### src/rtl/key_loader.sv
// ---------------------------------------------------------------------------
// key_loader
//   Receives a logic-locking key bit-serially (LSB first) over a valid/ready
//   stream, followed by one even-parity trailer bit. A load whose parity
//   checks commits the whole key in one step onto keyinput. A failed load
//   commits nothing. After a failed load, a zeroize or a reset, keyinput
//   reads all-zeros, which keeps the locked core in its corrupted mode.
//
// Ports
//   CK        in   clock, rising edge
//   RST       in   asynchronous active-high reset
//   start     in   begin / restart a key load
//   zeroize   in   synchronous clear of key and status (highest priority)
//   sdata     in   serial key bit or parity trailer bit
//   svalid    in   sdata valid this cycle
//   sready    out  block accepts sdata this cycle (LOAD or PARITY)
//   keyinput  out  committed key driving the key gates
//   key_valid out  keyinput holds a parity-checked key
//   key_err   out  last load failed its parity check
//   busy      out  load in progress (same as sready)
//
// States
//   state  | meaning
//   IDLE   | waiting for start; committed key (if any) stays applied
//   LOAD   | receiving key bits into shadow
//   PARITY | receiving the even-parity trailer bit
// ---------------------------------------------------------------------------
module key_loader #(
  parameter int KEY_WIDTH = 2
) (
  input  logic                 CK,
  input  logic                 RST,
  input  logic                 start,
  input  logic                 zeroize,
  input  logic                 sdata,
  input  logic                 svalid,
  output logic                 sready,
  output logic [KEY_WIDTH-1:0] keyinput,
  output logic                 key_valid,
  output logic                 key_err,
  output logic                 busy
);

  localparam int CNT_W = $clog2(KEY_WIDTH + 1);

  typedef enum logic [1:0] {
    IDLE   = 2'd0,
    LOAD   = 2'd1,
    PARITY = 2'd2
  } state_t;

  state_t               state_q;
  logic [KEY_WIDTH-1:0] shadow_q;
  logic [KEY_WIDTH-1:0] key_q;
  logic [CNT_W-1:0]     cnt_q;
  logic                 par_q;
  logic                 key_valid_q;
  logic                 key_err_q;

  logic [KEY_WIDTH-1:0] shadow_d;
  logic                 par_d;
  logic                 last_bit_d;
  logic                 xfer_d;

  // shadow is cleared at load start, so OR-ing the bit into position
  // cnt_q is equivalent to writing shadow[cnt_q].
  assign shadow_d   = shadow_q | (KEY_WIDTH'(sdata) << cnt_q);
  assign par_d      = par_q ^ sdata;
  assign last_bit_d = (cnt_q == CNT_W'(KEY_WIDTH - 1));
  assign xfer_d     = svalid && (state_q != IDLE);

  always_ff @(posedge CK or posedge RST) begin
    if (RST) begin
      state_q     <= IDLE;
      shadow_q    <= '0;
      key_q       <= '0;
      cnt_q       <= '0;
      par_q       <= 1'b0;
      key_valid_q <= 1'b0;
      key_err_q   <= 1'b0;
    end else if (zeroize) begin
      // Beats start and any transfer on the same edge.
      state_q     <= IDLE;
      shadow_q    <= '0;
      key_q       <= '0;
      cnt_q       <= '0;
      par_q       <= 1'b0;
      key_valid_q <= 1'b0;
      key_err_q   <= 1'b0;
    end else begin
      case (state_q)
        IDLE: begin
          if (start) begin
            state_q   <= LOAD;
            shadow_q  <= '0;
            cnt_q     <= '0;
            par_q     <= 1'b0;
            key_err_q <= 1'b0;
          end
        end

        LOAD: begin
          if (start) begin
            // Restart; a transfer on this edge is dropped.
            state_q  <= LOAD;
            shadow_q <= '0;
            cnt_q    <= '0;
            par_q    <= 1'b0;
          end else if (xfer_d) begin
            shadow_q <= shadow_d;
            par_q    <= par_d;
            cnt_q    <= cnt_q + CNT_W'(1);
            if (last_bit_d) begin
              state_q <= PARITY;
            end
          end
        end

        PARITY: begin
          if (start) begin
            state_q  <= LOAD;
            shadow_q <= '0;
            cnt_q    <= '0;
            par_q    <= 1'b0;
          end else if (xfer_d) begin
            state_q <= IDLE;
            if (par_d == 1'b0) begin
              key_q       <= shadow_q;
              key_valid_q <= 1'b1;
              key_err_q   <= 1'b0;
            end else begin
              key_q       <= '0;
              key_valid_q <= 1'b0;
              key_err_q   <= 1'b1;
            end
          end
        end

        default: begin
          state_q <= IDLE;
        end
      endcase
    end
  end

  // All outputs come straight from registers or from the registered state.
  assign sready    = (state_q != IDLE);
  assign busy      = sready;
  assign keyinput  = key_q;
  assign key_valid = key_valid_q;
  assign key_err   = key_err_q;

endmodule

### config.mk
export PLATFORM = sky130hd
export DESIGN_NAME = key_loader
export DESIGN_NICKNAME = d
export VERILOG_FILES = /design/src/rtl/key_loader.sv
export SDC_FILE = /design/constraint.sdc
export NUM_CORES = 1
export LEC_CHECK = 0
export BUFFER_PORTS_ARGS = -buffer_cell sky130_fd_sc_hd__buf_2
export CORE_MARGIN = 10
export CORE_UTILIZATION = 46
export CTS_CLUSTER_SIZE = 20
export DETAILED_ROUTE_END_ITERATION = 16
export GPL_TIMING_DRIVEN = 0
export PLACE_DENSITY = 0.73
export SETUP_SLACK_MARGIN = 0.5
export SYNTH_ARGS = -nofsm -noshare
export SYNTH_HDL_FRONTEND = slang
export SYNTH_SLANG_ARGS = --single-unit
### constraint.sdc
create_clock -name CK -period 1.1 [get_ports CK]
set_input_delay 0.22 -clock CK [delete_from_list [all_inputs] [get_ports CK]]
set_output_delay 0.22 -clock CK [all_outputs]
set_load 0.05 [all_outputs]
# Word level (Yosys, flattened, before mapping)
# Cells that the tools add are included.
dict set report word_totals {
  regBits 11
  elab_cells 71
}
dict set report op_classes {
  addsub 1
  n_eq_ne 11
  shift 1
  mux 37
  n_bitwise 2
  reduce_logical 12
}
# op n
set ops {}
lappend ops {{2-bit 2-to-1 mux} 19}
lappend ops {{1-bit 2-to-1 mux} 13}
lappend ops {{4-bit != test, second input constant} 3}
lappend ops {{3-bit != test, second input constant} 3}
lappend ops {{2-bit one-hot mux with 2 select lines} 2}
lappend ops {{4-bit AND reduction} 2}
lappend ops {{2-bit one-hot mux with 3 select lines} 1}
lappend ops {{3-bit AND reduction} 2}
lappend ops {{2-bit nonzero test} 3}
lappend ops {{3-bit nonzero test} 2}
lappend ops {{2-bit by 1-bit equality test with 1-bit output, second input constant} 2}
lappend ops {{1-bit one-hot mux with 2 select lines} 2}
lappend ops {{3-bit by 1-bit != test with 1-bit output, second input constant} 1}
lappend ops {{2-bit by 1-bit adder with 2-bit output, second input constant} 1}
lappend ops {{2-bit equality test, second input constant} 1}
lappend ops {{2-bit zero test} 1}
lappend ops {{2-bit by 1-bit != test with 1-bit output, second input constant} 1}
lappend ops {{2-bit OR} 1}
lappend ops {{2-bit OR reduction} 1}
lappend ops {{1-bit by 2-bit left shift with 2-bit output} 1}
lappend ops {{1-bit logical AND} 1}
lappend ops {{1-bit XOR} 1}

# Depth between registers and ports, before layout
dict set report depth {
  word_depth 6
  depth_mapped 5
}

# Worst setup path before layout
# Ideal clock, no wire load.
dict set report synth_timing {
  kind {register to output}
  startpoint {register state_q[0]}
  endpoint {output sready}
  t_arrival_ns 1.169
  path_slack_ns -0.289
  stages_incl_launch_ff 4
  path_buffers 2
  cell_sequence {dfrtp_1 buf_6 or2_1 buf_4}
}
dict set report synth_via {
  elab_chain_cells 1
}
# item line
set synth_lines {}
lappend synth_lines {{start, declared} 52} ;# state_t state_q;
lappend synth_lines {{start signal, assigned} 74} ;# state_q <= IDLE;
lappend synth_lines {{start signal, assigned} 83} ;# state_q <= IDLE;
lappend synth_lines {{start signal, assigned} 94} ;# state_q <= LOAD;
lappend synth_lines {{2-bit nonzero test} 147} ;# assign sready = (state_q != IDLE);
lappend synth_lines {{end, declared} 37} ;# output logic sready,
# Every way passes these cells.

# Worst setup path after layout
# Ends and elaborated chain as after synthesis.

==> results.txt <==
Status = finished with violations
Failing checks = hold timing, setup timing
Post-DRT Antenna Nets = 0
Met1 wire length = 633 um
Pint = 620 uW
Gr usage total = 10.3%
Slew @ Worst Pin = 0.418 ns
Max-slew headroom = 72.1%
Top cells by count, synth = 11 x dfrtp_1, 6 x nand2_1, 5 x a21oi_1
Clock tree sinks = 11
Gate Count Post-Synth = 61
Antenna Cells = 0
Iter 0 DRT Violations = 1
# H-tree levels = 1
Placed Instances = 86
Clock power frac = 32.7%
Post-synth EDFFs = 0
Final period util = 135%
CP max stage cell = dfrtp_1
Min Tclk post-route = 1.49 ns
Sequential standard cell area = 282 um^2
Total gr overflow = 0
CTS tree = done
Top sig layer = met4
DIE HEIGHT = 56.4 um
Biggest area consumer among synthesized cells = dfrtp_1
TritonCTS buffer count = 3
Routability congestion estimate = 0.822
Max stage delay on crit path = 0.38 ns
Synth warn = 0
Initial antenna violation count = 0
Top cells by area, synth = dfrtp_1 45%, a21oi_1 4.1%, nand2_1 3.7%, o21a_1 3.7%, nand4b_1 2.9%
Core Area = 1270 um^2
Hold Fails Final Rpt = 11
DR WL met3 = 56 um
Share of layout cells above drive strength 1 = 51.2%
Vias in the first global route = 572
Hold slack = -0.0761 ns
CP cell instances = buf_6 > or2_4 > buf_6 > buf_8
Hold Crit Class = in2async
Worst skew pair latency = 0.27 ns
CP Launch Point = state_q[0]
Most common cell in the netlist = dfrtp_1
Power Density = 927 nW/um^2
Max Cap Viol = 0
Layout fillers = 95
Largest net degree at the start of global routing = 12
Clock transition at the registers of the reported paths = 0.07 ns
Sequential share of power = 48.8%
Drt wl/cell = 15.4 um
CTS max path bufs = 2
Final setup fails = 13
Unrepaired setup endpoints after global routing = yes
R2r startpoint = state_q[0]
Syn_nets = 68
Crit-path max FO = 3
Num rows = 13
Root Buffer Master = clkbuf_4
P_sw = 231 uW
DP Wirelength = 926 um
Fin nets = 90
Worst Skew = 0.00158 ns
DR pass1 iterations = 4
CP Launch Type = register
Seq cells post-synth = 11
Mapped Area = 609 um^2
Routed vias/inst = 5.58
Cell mode on critical path = buf_6
Combinational fraction of design power = 18.5%
Total I/O pin count = 12
Global-route wire length before repair = 2680 um
Ys flop type = dfrtp_1
PnR worst setup slack = -0.386 ns
Multi-input logic area = 384 um^2
Post-Layout Cell Count = 97
Sequential area share after synthesis = 45.2%
Area growth syn-to-layout = 50.7%
Endpoint arrival time on the critical path = 1.27 ns
Post-route DRC = 0
Total vias in the final route = 541
PnR Total Power = 851 uW
Port Buf Inserts = 10
Worst Setup End Kind = output pin
Die X = 56.4 um
Switching Fraction = 27.1%
Achievable frequency = 0.673 GHz
WL met2 = 779 um
P_leak = 0.374 nW
Crit Path Class = reg2out
Avg Cell Area, Syn = 9.99 um^2
Share of async-settable or async-resettable flops after synthesis = 100%
Post-synth top area share = 45.2%
Maximum vdd ir drop = 0.568 mV
Slew Viols, Final = 0
CP required = 0.88 ns
Starting Density = 48.0%
Synth unique cells = 31
Die Area = 3180 um^2
Drt total wl = 1500 um
[critical path, delay by kind of cell (launching register included)]
kind	cells	cell delay (ns)
DFF	1	0.38
buffers and inverters	3	0.37
and+or+nand+nor	1	0.24
[metal layers]
| layer | vias to the layer above | track usage [%] |
|---|---|---|
| met5 | - | 0 |
| met4 | 0 | 6.53 |
| met3 | 4 | 3.37 |
| met2 | 10 | 17.3 |
| met1 | 268 | 10.8 |
| li1 | 259 | - |
[stage by stage]
step | cell area, um^2 | worst slack [ns] | TNS, ns | util [%]
6_report | 918 | -0.386 | -2.22 | 72.4
5_1_grt | 918 | -0.427 | -3.05 | 72.4
4_1_cts | 882 | -0.381 | -1.98 | 69.5
3_5_place_dp | 698 | -0.198 | -0.589 | 55.0
3_3_place_gp | 698 | -0.161 | -0.502 | 55.0
2_1_floorplan | 629 | -0.0841 | -0.239 | -
[layout make-up]
type                       instances  share of cell area (%)
tap                               15                    2.04
sequential                        11                    30.7
multi-input combinational         43                    41.8
clock buffer                       4                    2.86
inverter                           4                    1.63
buffer                             3                    2.86
timing repair buffer              17                    18.1
[cell families (layout without fill, tap and decap cells)]
family	after synthesis	after routing	share of synthesized area (%)
mux	1	1	1.64
compound gates	16	16	17.0
flops	11	11	45.2
simple gates	24	24	26.5
xor+xnor	1	1	1.44
fa+ha+maj	1	1	2.05
buf+inv	7	28	6.16
[worst paths after layout]
path                       slack [ns]  cells past startpoint     endpoint
min                             -0.08                      2  shadow_q[0]
max                             -0.39                      4       sready
min in group CK                  0.31                      3        par_q
max reg2reg                     -0.20                      5  keyinput[0]
max in group asynchronous        0.86                      2   state_q[1]
min reg2reg                      0.51                      1  shadow_q[0]
[state kept, by name, indices dropped and copies added, names as in the netlist]
name,flops
state_q,2
cnt_q,2
key_err,1
shadow_q,2
keyinput,2
key_valid,1
par_q,1
[placed cells by master (no fill, tap or decap), types with 2 or more instances in the layout]
master,n
dfrtp_1,6
buf_8,6
buf_4,6
nand2_1,5
dfrtp_2,5
buf_2,4
buf_6,3
inv_1,3
o21ai_1,3
o21a_1,3
a21oi_2,3
clkbuf_4,3
clkbuf_1,2
nor2_1,2
nand4b_1,2
or2b_1,2
nor4b_2,2
nand3_1,2
a21oi_1,2
[power groups by stage]
stage / clock (mW) / combinational, mW / sequential, mW
global route: 0.296 / 0.171 / 0.415
finish: 0.278 / 0.158 / 0.415
floorplan: 0 / 0.0851 / 0.422
CTS: 0.287 / 0.141 / 0.415
global placement: 0 / 0.114 / 0.422
detailed placement: 0 / 0.115 / 0.423
[timing repair]
item | 4_1_cts | 5_1_grt
buffers inserted | 6 | 1
endpoints found under the setup margin | 17 | 17
endpoints found under the hold margin | 11 | 11
pin swaps | 3 | 6
gates resized for setup | 25 | 8
(Power assumes the default switching activity.)
